[src/rtl/gesture_sampler.sv]
// Finger-contact conditioning: 2-flop sync, whole-hand debounce, and a
// valid/ready offer of each newly held shape with a wrapping display slot.

module gesture_sampler_lane (
    input  logic CLOCK_50,
    input  logic reset,
    input  logic raw,
    output logic s,
    output logic p
);
    logic sync1;

    always_ff @(posedge CLOCK_50 or posedge reset) begin
        if (reset) begin
            sync1 <= 1'b0;
            s     <= 1'b0;
            p     <= 1'b0;
        end else begin
            sync1 <= raw;
            s     <= sync1;
            p     <= s;
        end
    end
endmodule

module gesture_sampler #(
    parameter int NFINGERS      = 5,
    parameter int STABLE_CYCLES = 250000,
    parameter int NSLOTS        = 5
) (
    input  logic                CLOCK_50,
    input  logic                reset,
    input  logic [NFINGERS-1:0] finger_raw,
    input  logic                gesture_ready,
    input  logic                clear_overrun,
    output logic [NFINGERS-1:0] gesture,
    output logic                gesture_valid,
    output logic [2:0]          slot,
    output logic                overrun,
    output logic [NFINGERS-1:0] stable_level
);
    localparam int CNT_W = $clog2(STABLE_CYCLES + 1);
    localparam logic [CNT_W-1:0] CNT_MAX  = CNT_W'(STABLE_CYCLES);
    localparam logic [2:0]       SLOT_MAX = 3'(NSLOTS);

    typedef enum logic {S_WAIT, S_VALID} state_t;

    logic [NFINGERS-1:0] s, p;
    logic [CNT_W-1:0]    cnt;
    logic                qualified;
    logic [NFINGERS-1:0] last_code, last_nxt, gesture_nxt;
    logic [2:0]          slot_nxt;
    logic                overrun_nxt, ovr_set;
    state_t              state, state_nxt;

    for (genvar i = 0; i < NFINGERS; i++) begin : g_lane
        gesture_sampler_lane u_lane (
            .CLOCK_50 (CLOCK_50),
            .reset    (reset),
            .raw      (finger_raw[i]),
            .s        (s[i]),
            .p        (p[i])
        );
    end

    // Whole-hand count: any finger moving restarts qualification.
    always_ff @(posedge CLOCK_50 or posedge reset) begin
        if (reset)
            cnt <= '0;
        else if (s != p)
            cnt <= '0;
        else if (cnt != CNT_MAX)
            cnt <= cnt + 1'b1;
    end

    assign qualified = (cnt == CNT_MAX) && (s == p);

    always_ff @(posedge CLOCK_50 or posedge reset) begin
        if (reset)
            stable_level <= '0;
        else if (qualified)
            stable_level <= s;
    end

    always_ff @(posedge CLOCK_50 or posedge reset) begin
        if (reset) begin
            state     <= S_WAIT;
            gesture   <= '0;
            slot      <= '0;
            last_code <= '0;
            overrun   <= 1'b0;
        end else begin
            state     <= state_nxt;
            gesture   <= gesture_nxt;
            slot      <= slot_nxt;
            last_code <= last_nxt;
            overrun   <= overrun_nxt;
        end
    end

    always_comb begin
        state_nxt   = state;
        gesture_nxt = gesture;
        slot_nxt    = slot;
        last_nxt    = last_code;
        ovr_set     = 1'b0;
        case (state)
            S_WAIT: begin
                if (qualified) begin
                    // All-open release re-arms repeating the same letter.
                    if (s == '0) begin
                        last_nxt = '0;
                    end else if (s != last_code) begin
                        gesture_nxt = s;
                        slot_nxt    = (slot == SLOT_MAX || slot == 3'd0) ? 3'd1 : slot + 3'd1;
                        state_nxt   = S_VALID;
                    end
                end
            end
            S_VALID: begin
                if (gesture_ready) begin
                    last_nxt  = gesture;
                    state_nxt = S_WAIT;
                end
                if (qualified && s != gesture && s != '0)
                    ovr_set = 1'b1;
            end
            default: state_nxt = S_WAIT;
        endcase
        overrun_nxt = ovr_set ? 1'b1 : (clear_overrun ? 1'b0 : overrun);
    end

    assign gesture_valid = (state == S_VALID);
endmodule

[config.mk]
export PLATFORM = sky130hd
export DESIGN_NAME = gesture_sampler
export DESIGN_NICKNAME = d
export VERILOG_FILES = /design/src/rtl/gesture_sampler.sv
export SDC_FILE = /design/constraint.sdc
export NUM_CORES = 1
export LEC_CHECK = 0
export CORE_MARGIN = 2
export CORE_UTILIZATION = 33
export DETAILED_ROUTE_END_ITERATION = 8
export HOLD_SLACK_MARGIN = 0.05
export REMOVE_ABC_BUFFERS = 1
export SETUP_SLACK_MARGIN = 0.15
export SLEW_MARGIN = 10
export SYNTH_ARGS = -nofsm -noshare
export SYNTH_HDL_FRONTEND = slang
export SYNTH_SLANG_ARGS = --single-unit
[constraint.sdc]
create_clock -name CLOCK_50 -period 2.7 [get_ports CLOCK_50]
set_input_delay 0.405 -clock CLOCK_50 [delete_from_list [all_inputs] [get_ports CLOCK_50]]
set_output_delay 0.405 -clock CLOCK_50 [all_outputs]
set_load 0.02 [all_outputs]
==> results.py <==
metrics = {
    "grt": {
        "grtUsageMet3": 0.02766,
        "busiest_layer": "met1",
        "met1_usage": 0.1781,
        "grt_use_met2": 0.1736,
        "grt_pass1_wl_um": 7976,
        "grt_remaining_overflow": 0,
        "grt_usage": 0.1201,
        "antenna_found_initial": 0,
        "first_global_vias": 1594,
        "grt_max_degree": 24,
    },
    "worst_setup_path": {
        "worstSetupStartpointType": "flip-flop",
        "cp-end-kind": "flip-flop",
        "crit_fanout": 5,
        "regToRegSetupSlack_ns": 0.45,
        "critical_path_required_ns": 2.89,
        "crit_arrival_ns": 2.43,
        "critical_path_class": "flip-flop to flip-flop",
    },
    "yosys": {
        "synth_cell_type_count": 37,
        "synth_top_area_share": 0.5405,
        "seq_area_frac_synth": 0.5405,
        "synth_area_leaders": "dfrtp_1 (54%), xnor2_1 (6.1%), mux2_2 (5.0%), xor2_1 (5.0%), nor2_1 (4.0%)",
        "synth_top_area_cell": "dfrtp_1",
        "avgSynthCellArea_um2": 11.15,
        "async_flop_share": 1.000,
        "syn_area_um2": 2454,
        "synth-seq-cells": 53,
        "synth_common_cells": "dfrtp_1 (53), nor2_1 (26), xnor2_1 (17)",
        "syn_inst": 220,
        "synth_edf_count": 0,
        "ys.flop_type": "dfrtp_1",
        "yosysWarnings": 0,
        "synth.most_common_cell": "dfrtp_1",
    },
    "flow_run": {
        "cap_violations": 0,
    },
    "clock_tree": {
        "clk_latency_ns": 0.31,
        "cts_buffer_depth": 2,
        "tritoncts": "built",
        "cts_made_buffers": 5,
        "cts_resized": 0,
        "root_buffer": "clkbuf_8",
        "ctsHtreeMaxLevel": 2,
        "cts_setup_buffers": 0,
        "cts.clk_slew.worst_paths_ns": 0.11,
        "clock_sinks": 53,
        "holdBufCountCts": 0,
    },
    "pwr": {
        "p_leak_nw": 1.188,
        "power.density_nw_per_um2": 465.7,
        "power.total_mw": 1.354,
        "ir_drop_mv": 0.2973,
    },
    "placement": {
        "port_buffers": 23,
        "place.gp.congestion": 0.8065,
        "dp_hpwl_um": 3277,
        "dp.cells": 338,
        "dpl_cell_area_um2": 2810,
    },
    "detailed_routing": {
        "firstDrtPassIters": 4,
        "vias_per_cell": 4.723,
        "route.detailed.drc": 0,
        "routedWlPerCell_um": 13.05,
        "vias": 1634,
        "drtAntennaViolNets": 0,
        "drt_iter0_drc": 81,
        "finalWirelength_um": 4515,
    },
    "layout": {
        "fin_cells": 346,
        "post-route-util": 0.4031,
        "drive_above_1_share": 0.1255,
        "antenna_cells": 0,
        "synthToLayoutAreaGrowth_pct": 18.51,
        "design_area_um2": 2908,
        "num-fill-cells": 711,
        "fin_nets": 260,
    },
    "sta": {
        "slew_headroom": 0.5328,
        "setup_viol": 0,
        "tightest_slew_ns": 0.6944,
        "finalSetupTns_ns": 0,
        "max_freq_mhz": 445.2,
        "rsz0062_at_grt": "false",
        "drv_slew": 0,
        "fin_crit_ns": 2.246,
        "post-route-period-util": 0.8319,
        "fin_skew_ns": 0.01023,
        "hold_violations": 0,
    },
    "die": {
        "die_area_um2": 8141,
        "die_x_um": 90.23,
        "io_pins": 24,
        "initial_core_util": 0.3401,
        "core_area_um2": 7214,
        "die_h_um": 90.23,
        "num_rows": 31,
    },
    "hold_path": {
        "hp-class": "flip-flop to flip-flop",
    },
    "run_status": {
        "status": "completed",
    },
}
sequential cells by signal (all words and copies together), names as in the netlist:
| name | cells |
|---|---|
| cnt | 18 |
| g_lane.u_lane.p | 5 |
| g_lane.u_lane.s | 5 |
| g_lane.u_lane.sync1 | 5 |
| gesture | 5 |
| gesture_valid | 1 |
| last_code | 5 |
| overrun | 1 |
| slot | 3 |
| stable_level | 5 |
stage by stage:
| step | setup slack [ns] | hold slack [ns] |
|---|---|---|
| 2_1_floorplan | 0.4219 | 0.3312 |
| 3_3_place_gp | 0.5070 | 0.3314 |
| 3_5_place_dp | 0.4534 | 0.3347 |
| 4_1_cts | 0.4396 | 0.3588 |
| 5_1_grt | 0.2864 | 0.3622 |
| 6_report | 0.4539 | 0.3564 |
path summary, 6_finish.rpt:
kind / start / end / cells after the start
min in group asynchronous: reset / g_lane[3].u_lane.s / 2
min: g_lane[3].u_lane.sync1 / g_lane[3].u_lane.s / 0
min reg2reg: g_lane[3].u_lane.sync1 / g_lane[3].u_lane.s / 0
max in group asynchronous: reset / gesture[2] / 3
max reg2reg: cnt[0] / last_code[3] / 7
max: cnt[0] / last_code[3] / 7
power breakdown:
group / switching, mW / internal [mW] / leakage, nW / total [mW]
sequential: 0.0113 / 0.805 / 0.680 / 0.816
clock: 0.285 / 0.196 / 0.0511 / 0.481
combinational: 0.0313 / 0.0252 / 0.457 / 0.0565
total: 0.328 / 1.03 / 1.19 / 1.35
cell usage in the layout, fill, tap and decap left out, drive strengths merged:
cell type / n
nor2: 26
a31o: 1
or2: 2
clkbuf: 5
or3b: 1
clkdlybuf4s50: 23
nand3b: 1
and4: 1
o21ai: 5
a21oi: 6
mux2: 11
and2: 1
dfrtp: 53
o311ai: 1
buf: 5
nor4: 2
or4: 2
nand2b: 6
xor2: 14
nand4b: 1
mux2i: 3
and3: 6
o31a: 1
nand2: 8
inv: 10
nor4b: 5
ha: 5
o22ai: 1
nor3: 2
nand3: 14
or3: 2
nor2b: 1
nor4bb: 1
xnor2: 17
nand4: 4
routing by layer:
layer,part of all wire,up-vias
met4,0.011,0
met2,0.44,31
met1,0.51,798
li1,-,801
met3,0.032,4
met5,0,-
critical path: stages (launching register included):
cell      delay (ns)
dfrtp_1         0.42
inv_1           0.10
ha_1            0.17
nor4bb_1        0.33
nand2_1         0.08
or4_1           0.51
nor3_1          0.35
o21ai_0         0.16
layout make-up:
type / instances / area [um2] / share of cell area
clock buffer: 5 / 68.82 / 0.02367
clock inverter: 3 / 28.78 / 0.009897
inverter: 7 / 26.28 / 0.009036
multi-input combinational: 151 / 1066 / 0.3666
sequential: 53 / 1326 / 0.4561
tap: 99 / 123.9 / 0.04260
timing repair buffer: 28 / 267.8 / 0.09208
cells by family after synthesis:
group                      Yosys count  share of synthesized area
AOI/OAI and AO/OA                   15                    0.03570
adders and majority gates            5                    0.02550
DFF                                 53                     0.5405
xor gates and xnor gates            31                     0.1107
muxes                               14                    0.06272
and+or+nand+nor                     86                     0.1999
buffers and inverters               16                    0.02499
(Power assumes the default switching activity.)
